--- src/rtl/reg_bank_lockable.sv ---
// Configuration storage array: DEPTH x DATA_W registers with byte-strobed writes,
// sticky per-register write locks, 1-cycle registered reads and optional write->read bypass.
module reg_bank_lockable #(
  parameter int                DATA_W    = 32,
  parameter int                DEPTH     = 32,
  parameter int                ADDR_W    = $clog2(DEPTH),
  parameter logic [DATA_W-1:0] RESET_VAL = '0,
  parameter bit                BYPASS    = 1'b1
) (
  input  logic                clk,
  input  logic                rst,
  input  logic                write_en,
  input  logic [ADDR_W-1:0]   waddr,
  input  logic [DATA_W-1:0]   wdata,
  input  logic [DATA_W/8-1:0] wstrb,
  input  logic                lock_en,
  input  logic                read_en,
  input  logic [ADDR_W-1:0]   raddr,
  output logic [DATA_W-1:0]   rdata,
  output logic                rvalid,
  output logic                werr,
  output logic                rerr
);

  localparam int NB = DATA_W / 8;

  logic [DATA_W-1:0] mem [DEPTH];
  logic [DEPTH-1:0]  lock;

  logic              w_in_range;
  logic              r_in_range;
  logic              w_ok;
  logic [DATA_W-1:0] merged;
  logic [DATA_W-1:0] rd_next;

  // When DEPTH fills the whole address space every address is legal.
  generate
    if ((1 << ADDR_W) <= DEPTH) begin : g_full_range
      assign w_in_range = 1'b1;
      assign r_in_range = 1'b1;
    end else begin : g_part_range
      assign w_in_range = int'(waddr) < DEPTH;
      assign r_in_range = int'(raddr) < DEPTH;
    end
  endgenerate

  assign w_ok = write_en && w_in_range && !lock[waddr];

  always_comb begin
    merged = mem[waddr];
    for (int b = 0; b < NB; b++) begin
      if (wstrb[b]) merged[8*b +: 8] = wdata[8*b +: 8];
    end
  end

  always_comb begin
    rd_next = '0;
    if (r_in_range) begin
      rd_next = (BYPASS && w_ok && (waddr == raddr)) ? merged : mem[raddr];
    end
  end

  always_ff @(posedge clk or posedge rst) begin
    if (rst) begin
      for (int i = 0; i < DEPTH; i++) mem[i] <= RESET_VAL;
      lock <= '0;
    end else if (w_ok) begin
      mem[waddr] <= merged;
      if (lock_en) lock[waddr] <= 1'b1;
    end
  end

  always_ff @(posedge clk or posedge rst) begin
    if (rst) begin
      rdata  <= '0;
      rvalid <= 1'b0;
      werr   <= 1'b0;
      rerr   <= 1'b0;
    end else begin
      werr   <= write_en && !w_ok;
      rvalid <= read_en;
      rerr   <= read_en && !r_in_range;
      if (read_en) rdata <= rd_next;
    end
  end

endmodule

--- config.mk ---
export PLATFORM = sky130hd
export DESIGN_NAME = reg_bank_lockable
export DESIGN_NICKNAME = d
export VERILOG_FILES = /design/src/rtl/reg_bank_lockable.sv
export SDC_FILE = /design/constraint.sdc
export NUM_CORES = 2
export LEC_CHECK = 0
export BUFFER_PORTS_ARGS = -buffer_cell sky130_fd_sc_hd__buf_2
export CAP_MARGIN = 25
export CORE_ASPECT_RATIO = 2
export CORE_MARGIN = 2
export CORE_UTILIZATION = 45
export DETAILED_ROUTE_END_ITERATION = 8
export PLACE_DENSITY_LB_ADDON = 0.15
export SYNTH_ARGS = -nofsm -noshare
export SYNTH_HDL_FRONTEND = slang
export SYNTH_SLANG_ARGS = --single-unit
--- constraint.sdc ---
create_clock -name clk -period 50.6 [get_ports clk]
set_clock_uncertainty 0.15 [all_clocks]
set_input_delay 10.12 -clock clk [delete_from_list [all_inputs] [get_ports clk]]
set_output_delay 10.12 -clock clk [all_outputs]
set_load 0.005 [all_outputs]
# [After elaboration in Yosys (flattened, before gate mapping)]
# Index checks and enable logic that the tools add are counted.
[totals] regBits=1090 input_bits=51 output_inout_bits=35 elab_cells=71
[op_classes] magnitude_cmp=5 eq_ne=1 muxes=18 bitwise=3 n_reduce_logical=8
[op_table] cell="1024-bit bitwise mux" n=1
[op_table] cell="32-bit binary-select mux with 5-bit select" n=2
[op_table] cell="32-bit 2-to-1 mux" n=6
[op_table] cell="32-bit demux with 5-bit select" n=1
[op_table] cell="8-bit 2-to-1 mux" n=4
[op_table] cell="32-bit bitwise OR" n=1
[op_table] cell="6-bit greater-or-equal comparator (second input constant)" n=2
[op_table] cell="5-bit NOT with 6-bit output" n=2
[op_table] cell="5-bit by 6-bit less-than comparator with 1-bit output (second input constant)" n=1
[op_table] cell="6-bit by 1-bit less-than comparator with 1-bit output (second input constant)" n=1
[op_table] cell="1-bit binary-select mux with 5-bit select" n=1
[op_table] cell="1-bit demux with 5-bit select" n=1
[op_table] cell="5-bit equality test" n=1
[op_table] cell="5-bit by 1-bit greater-or-equal comparator with 1-bit output (second input constant)" n=1
[op_table] cell="1-bit logical AND" n=5
[op_table] cell="1-bit zero test" n=2
[op_table] cell="1-bit 2-to-1 mux" n=2
[op_table] cell="2-bit AND reduction" n=1

# [Longest topological paths before layout]
[logic_depth] ltp_word=6 ltp_mapped=12 ltp_nobuf=6

# [Worst setup path after synthesis]
# No wires, ideal clock.
[synth_timing] path_kind="input to register" from="in waddr[0]" to="reg rdata[28]" t_arrival_ns=12.427 path_slack_ns=37.903 stages=10 path_buffers=4 path_cell_list="buf_2 > buf_6 > buf_4 > buf_2 > mux4_2 > nand2_1 > o2111ai_1 > o32a_1 > or2_2 > a31o_2"
[synth_between] elab_chain_cells=6
[synth_rtl] item="start: declaration" line="13" rtl="input logic [ADDR_W-1:0] waddr,"
[synth_rtl] item="5-bit NOT with 6-bit output (not written as such) or 1-bit binary-select mux with 5-bit select (tied branches)" line="50, 47"
[synth_rtl] item="32-bit binary-select mux with 5-bit select or 1-bit 2-to-1 mux (tied branches)" line="50, 47"
[synth_rtl] item="32-bit 2-to-1 mux (not written as such) or 1-bit zero test (tied branches)" line="50, 47"
[synth_rtl] item="32-bit 2-to-1 mux (not written as such) or 1-bit logical AND (tied branches)" line="50, 47"
[synth_rtl] item="8-bit 2-to-1 mux or 1-bit logical AND (tied branches)" line="52, 59"
[synth_rtl] item="32-bit 2-to-1 mux (*)" line="59" rtl="rd_next = (BYPASS && w_ok && (waddr == raddr)) ? merged : mem[raddr];"
[synth_rtl] item="end signal: assignment" line="83" rtl="if (read_en) rdata <= rd_next;"
[synth_rtl] item="end: declaration" line="19" rtl="output logic [DATA_W-1:0] rdata,"
# Every way passes the cells marked *; elsewhere a longest branch is shown, timed or not. The select of a mux whose other input is x is not followed.
# A chain may end at the register's enable or synchronous reset.

# [Worst setup path after layout]
[layout_timing] from="in waddr[0]" to="reg mem[104] (netlist name)"
[layout_between] elab_chain_cells=6
[layout_rtl] item="5-bit NOT with 6-bit output (not written as such)" line="50, 68"
[layout_rtl] item="6-bit greater-or-equal comparator (not written as such) (tied with other cells)" line="68" rtl="mem[waddr] <= merged;"
[layout_rtl] item="1-bit logical AND (not written as such) or 32-bit 2-to-1 mux (tied branches)" line="68, 50"
[layout_rtl] item="32-bit 2-to-1 mux, on equally long branches" line="68, 50"
[layout_rtl] item="32-bit demux with 5-bit select or 8-bit 2-to-1 mux (tied branches)" line="68, 52"
[layout_rtl] item="1024-bit bitwise mux" line="68"
[layout_rtl] item="end signal: indexed assignment" line="68"
[layout_rtl] item="end: declaration" line="27" rtl="logic [DATA_W-1:0] mem [DEPTH];"
# Several ways; a longest one is shown, not always the timed one. The select of a mux whose other input is x is not followed.

==> out/metrics.yaml <==
core_mm2: 0.1282
die_h_um: 512.3
cp.required_ns: 51.05
endpoint_kind: "flop"
r2r_start: "lock[23]$_DFFE_PP0P_"
period_share: 0.2896
r2r_slack_ns: 46.16
track_usage: 0.3239
hold_depth: 1
vias_per_cell: 6.659
globalplace.congestion: 0.8422
slew_violations: 0
grt_pass1_vias: 40640
die_w_um: 258.2
fin_cells: 5791
grt_pass1_wl_mm: 305.6
hold_path_class: "flop to flop"
critPathKind: "primary input to flop"
slowest_delay_ns: 0.86
drtAntennaViolNets: 0
r2r-end: "mem[250]$_DFFE_PP0P_"
yosysTopAreaCellShare: 0.4692
hold_viol_final: 0
ys_async_sr_fraction: 1.000
start_util: 0.4534
synth_edf_count: 0
layout.nets: 4061
cts_tree: "yes"
yosys.area.top_type: "dfrtp_1"
path_cells: "buf_8 > buf_4 > buf_4 > or4b_2 > o22ai_1 > nor4_2 > and3_2 > buf_4 > nand3_4 > buf_4 > mux2_1"
clock_sinks: 1090
drc: 0
routed_wl_mm: 212.2
clkLatencyLatePin_ns: 0.73
setup_violations: 0
cts_resized: 0
final_common_cell: "dfrtp_1"
start_kind: "primary input"
ys_seq_area_frac: 0.4692
crit_top_cell: "buf_4"
rows: 186
finalSetupTns_ns: 0
r2r_cells: 8
final_cell_mix: "1090 x dfrtp_1, 561 x mux2_1, 519 x mux2_2"
slew_headroom: 0.2266
die-area_mm2: 0.1323
status: "finished, final reports clean"
placed_cells: 5589
worst_slew_pin_slew_ns: 1.160
clk_pin_slew_worst_paths_ns: 0.06
hp-start: "lock[2]$_DFFE_PP0P_"
powerDensity_mw_per_mm2: 39.72
p_leak_nw: 28.64
numCtsBuffers: 99
drive_gt1_frac: 0.3311
yosysWarnings: 0
num_vias: 38560
syn-num-nets: 4166
crit_buf_inv: 5
synth_area_leaders: "dfrtp_1 47%, mux4_2 13%, mux2_1 11%"
min_period_ns: 14.65
ys_ff_latch: 1090
grt_max_degree: 163
fmax_mhz: 68.25
ctsRootBufferMaster: "clkbuf_16"
antenna_found_initial: 12
io_buffers: 84
ys.flop_type: "dfrtp_1"
netlist_area_mm2: 0.05814
crit_path_max_fanout: 41
place_hpwl_mm: 127.5
wl_per_cell_um: 36.64
grt-ovfl-total: 0
drt-initial-drc-count: 3242
cts_buffer_depth: 3
syn_area_per_cell_um2: 14.13
cts_setup_buffers: 0
syn2layout_area_growth_pct: 9.657
rsz0062_at_grt: "false"
drt_first_pass_iters: 5
ios: 86
drv_cap: 0
synth_cell_type_count: 73
cp_top_family: "buffers and inverters"
crit_slowest_cell: "or4b_2"
peakVddDrop_uv: 26.00
crit_arrival_ns: 15.10
htreeDepth: 3
synthCells: 4115
holdPathEnd: "lock[2]$_DFFE_PP0P_"
holdBufCountCts: 0
[report_power, final]
part,switching [W],total [W],internal (W)
combinational,0.000236,0.000520,0.000284
clock,0.000360,0.000824,0.000463
sequential,0.000135,0.00119,0.00105
[state kept, by name (all words and copies together), names as in the netlist]
name    count
mem      1024
lock       32
rvalid      1
werr        1
rdata      32
[synthesized netlist by cell type, types with 11 or more instances]
cell type,n
mux2i_1,298
buf_2,138
mux2_1,561
o22ai_1,90
nand4_1,16
buf_4,56
a22oi_1,86
inv_1,16
or2_2,11
o221ai_1,26
o31ai_1,12
mux4_2,339
nand2_1,64
buf_6,25
dfrtp_1,1090
a22o_1,24
a221oi_1,11
nand3_1,11
a31o_2,15
a211oi_1,30
a21oi_1,40
a31oi_1,16
mux2_2,519
nand3_4,16
nor2_1,73
o21ai_0,35
buf_1,28
clkbuf_1,191
o32a_1,16
a21o_1,32
nand2b_1,20
and3_1,16
nor2b_1,44
a2111oi_0,21
[final cells by class]
class / instances / area (um2)
repair buffers: 233 / 1972
well taps: 1692 / 2117
fillers: 11120 / 64480
clock buffers: 147 / 3013
clock inverters: 37 / 457.9
inverters: 17 / 71.32
multi-input cells: 2569 / 28830
diodes: 6 / 15.01
flip-flops and latches: 1090 / 27280
[cells by family (layout without fill, tap and decap cells)]
logic type	count (synthesis)	count (layout)	share of synthesized area
multiplexers	1717	1717	0.3918
flip-flops	1090	1090	0.4692
AO/OA/AOI/OAI	492	492	0.06153
buffers and inverters	456	434	0.03954
AND/OR/NAND/NOR	354	354	0.03712
XOR/XNOR	5	5	0.0007534
other	1	7	0.00006450
[metal layers]
layer | global-route usage | wire (um) | vias to the layer above
li1 | - | - | 15540
met1 | 0.3859 | 78920 | 20950
met2 | 0.5509 | 106500 | 1488
met3 | 0.04680 | 11190 | 586
met4 | 0.2002 | 15530 | 4
met5 | 0 | 34 | -
[worst max path at each step]
stage	cells past startpoint	to	from	slack, ns
after floorplan	1	lock[0]$_DFFE_PP0P_	rst	9.64
after global placement	11	mem[250]$_DFFE_PP0P_	waddr[4]	35.21
after detailed placement	11	mem[453]$_DFFE_PP0P_	waddr[0]	35.22
after CTS	11	mem[453]$_DFFE_PP0P_	waddr[0]	35.99
after global routing	11	mem[246]$_DFFE_PP0P_	waddr[0]	35.82
final	11	mem[104]$_DFFE_PP0P_	waddr[0]	35.95
[stage by stage]
step	util	hold slack, ns	instance area [um2]	setup slack, ns	total power, W
after CTS	0.4951	0.3089	63490	35.99	0.002540
after global placement	0.4658	0.2844	59730	35.21	0.001699
final	0.4972	0.3058	63750	35.95	0.002532
after global routing	0.4971	0.3137	63740	35.82	0.002638
after floorplan	-	0.2726	58140	9.642	0.001553
after detailed placement	0.4680	0.2939	60020	35.22	0.001722
[worst register-to-register path, delay by kind of cell (launching register included)]
kind          cells  cell delay (ns)
flops             1             0.39
simple gates      4             1.77
buf+inv           2             1.12
mux               2             0.89
Note: power is estimated with default switching activity, not from simulation.
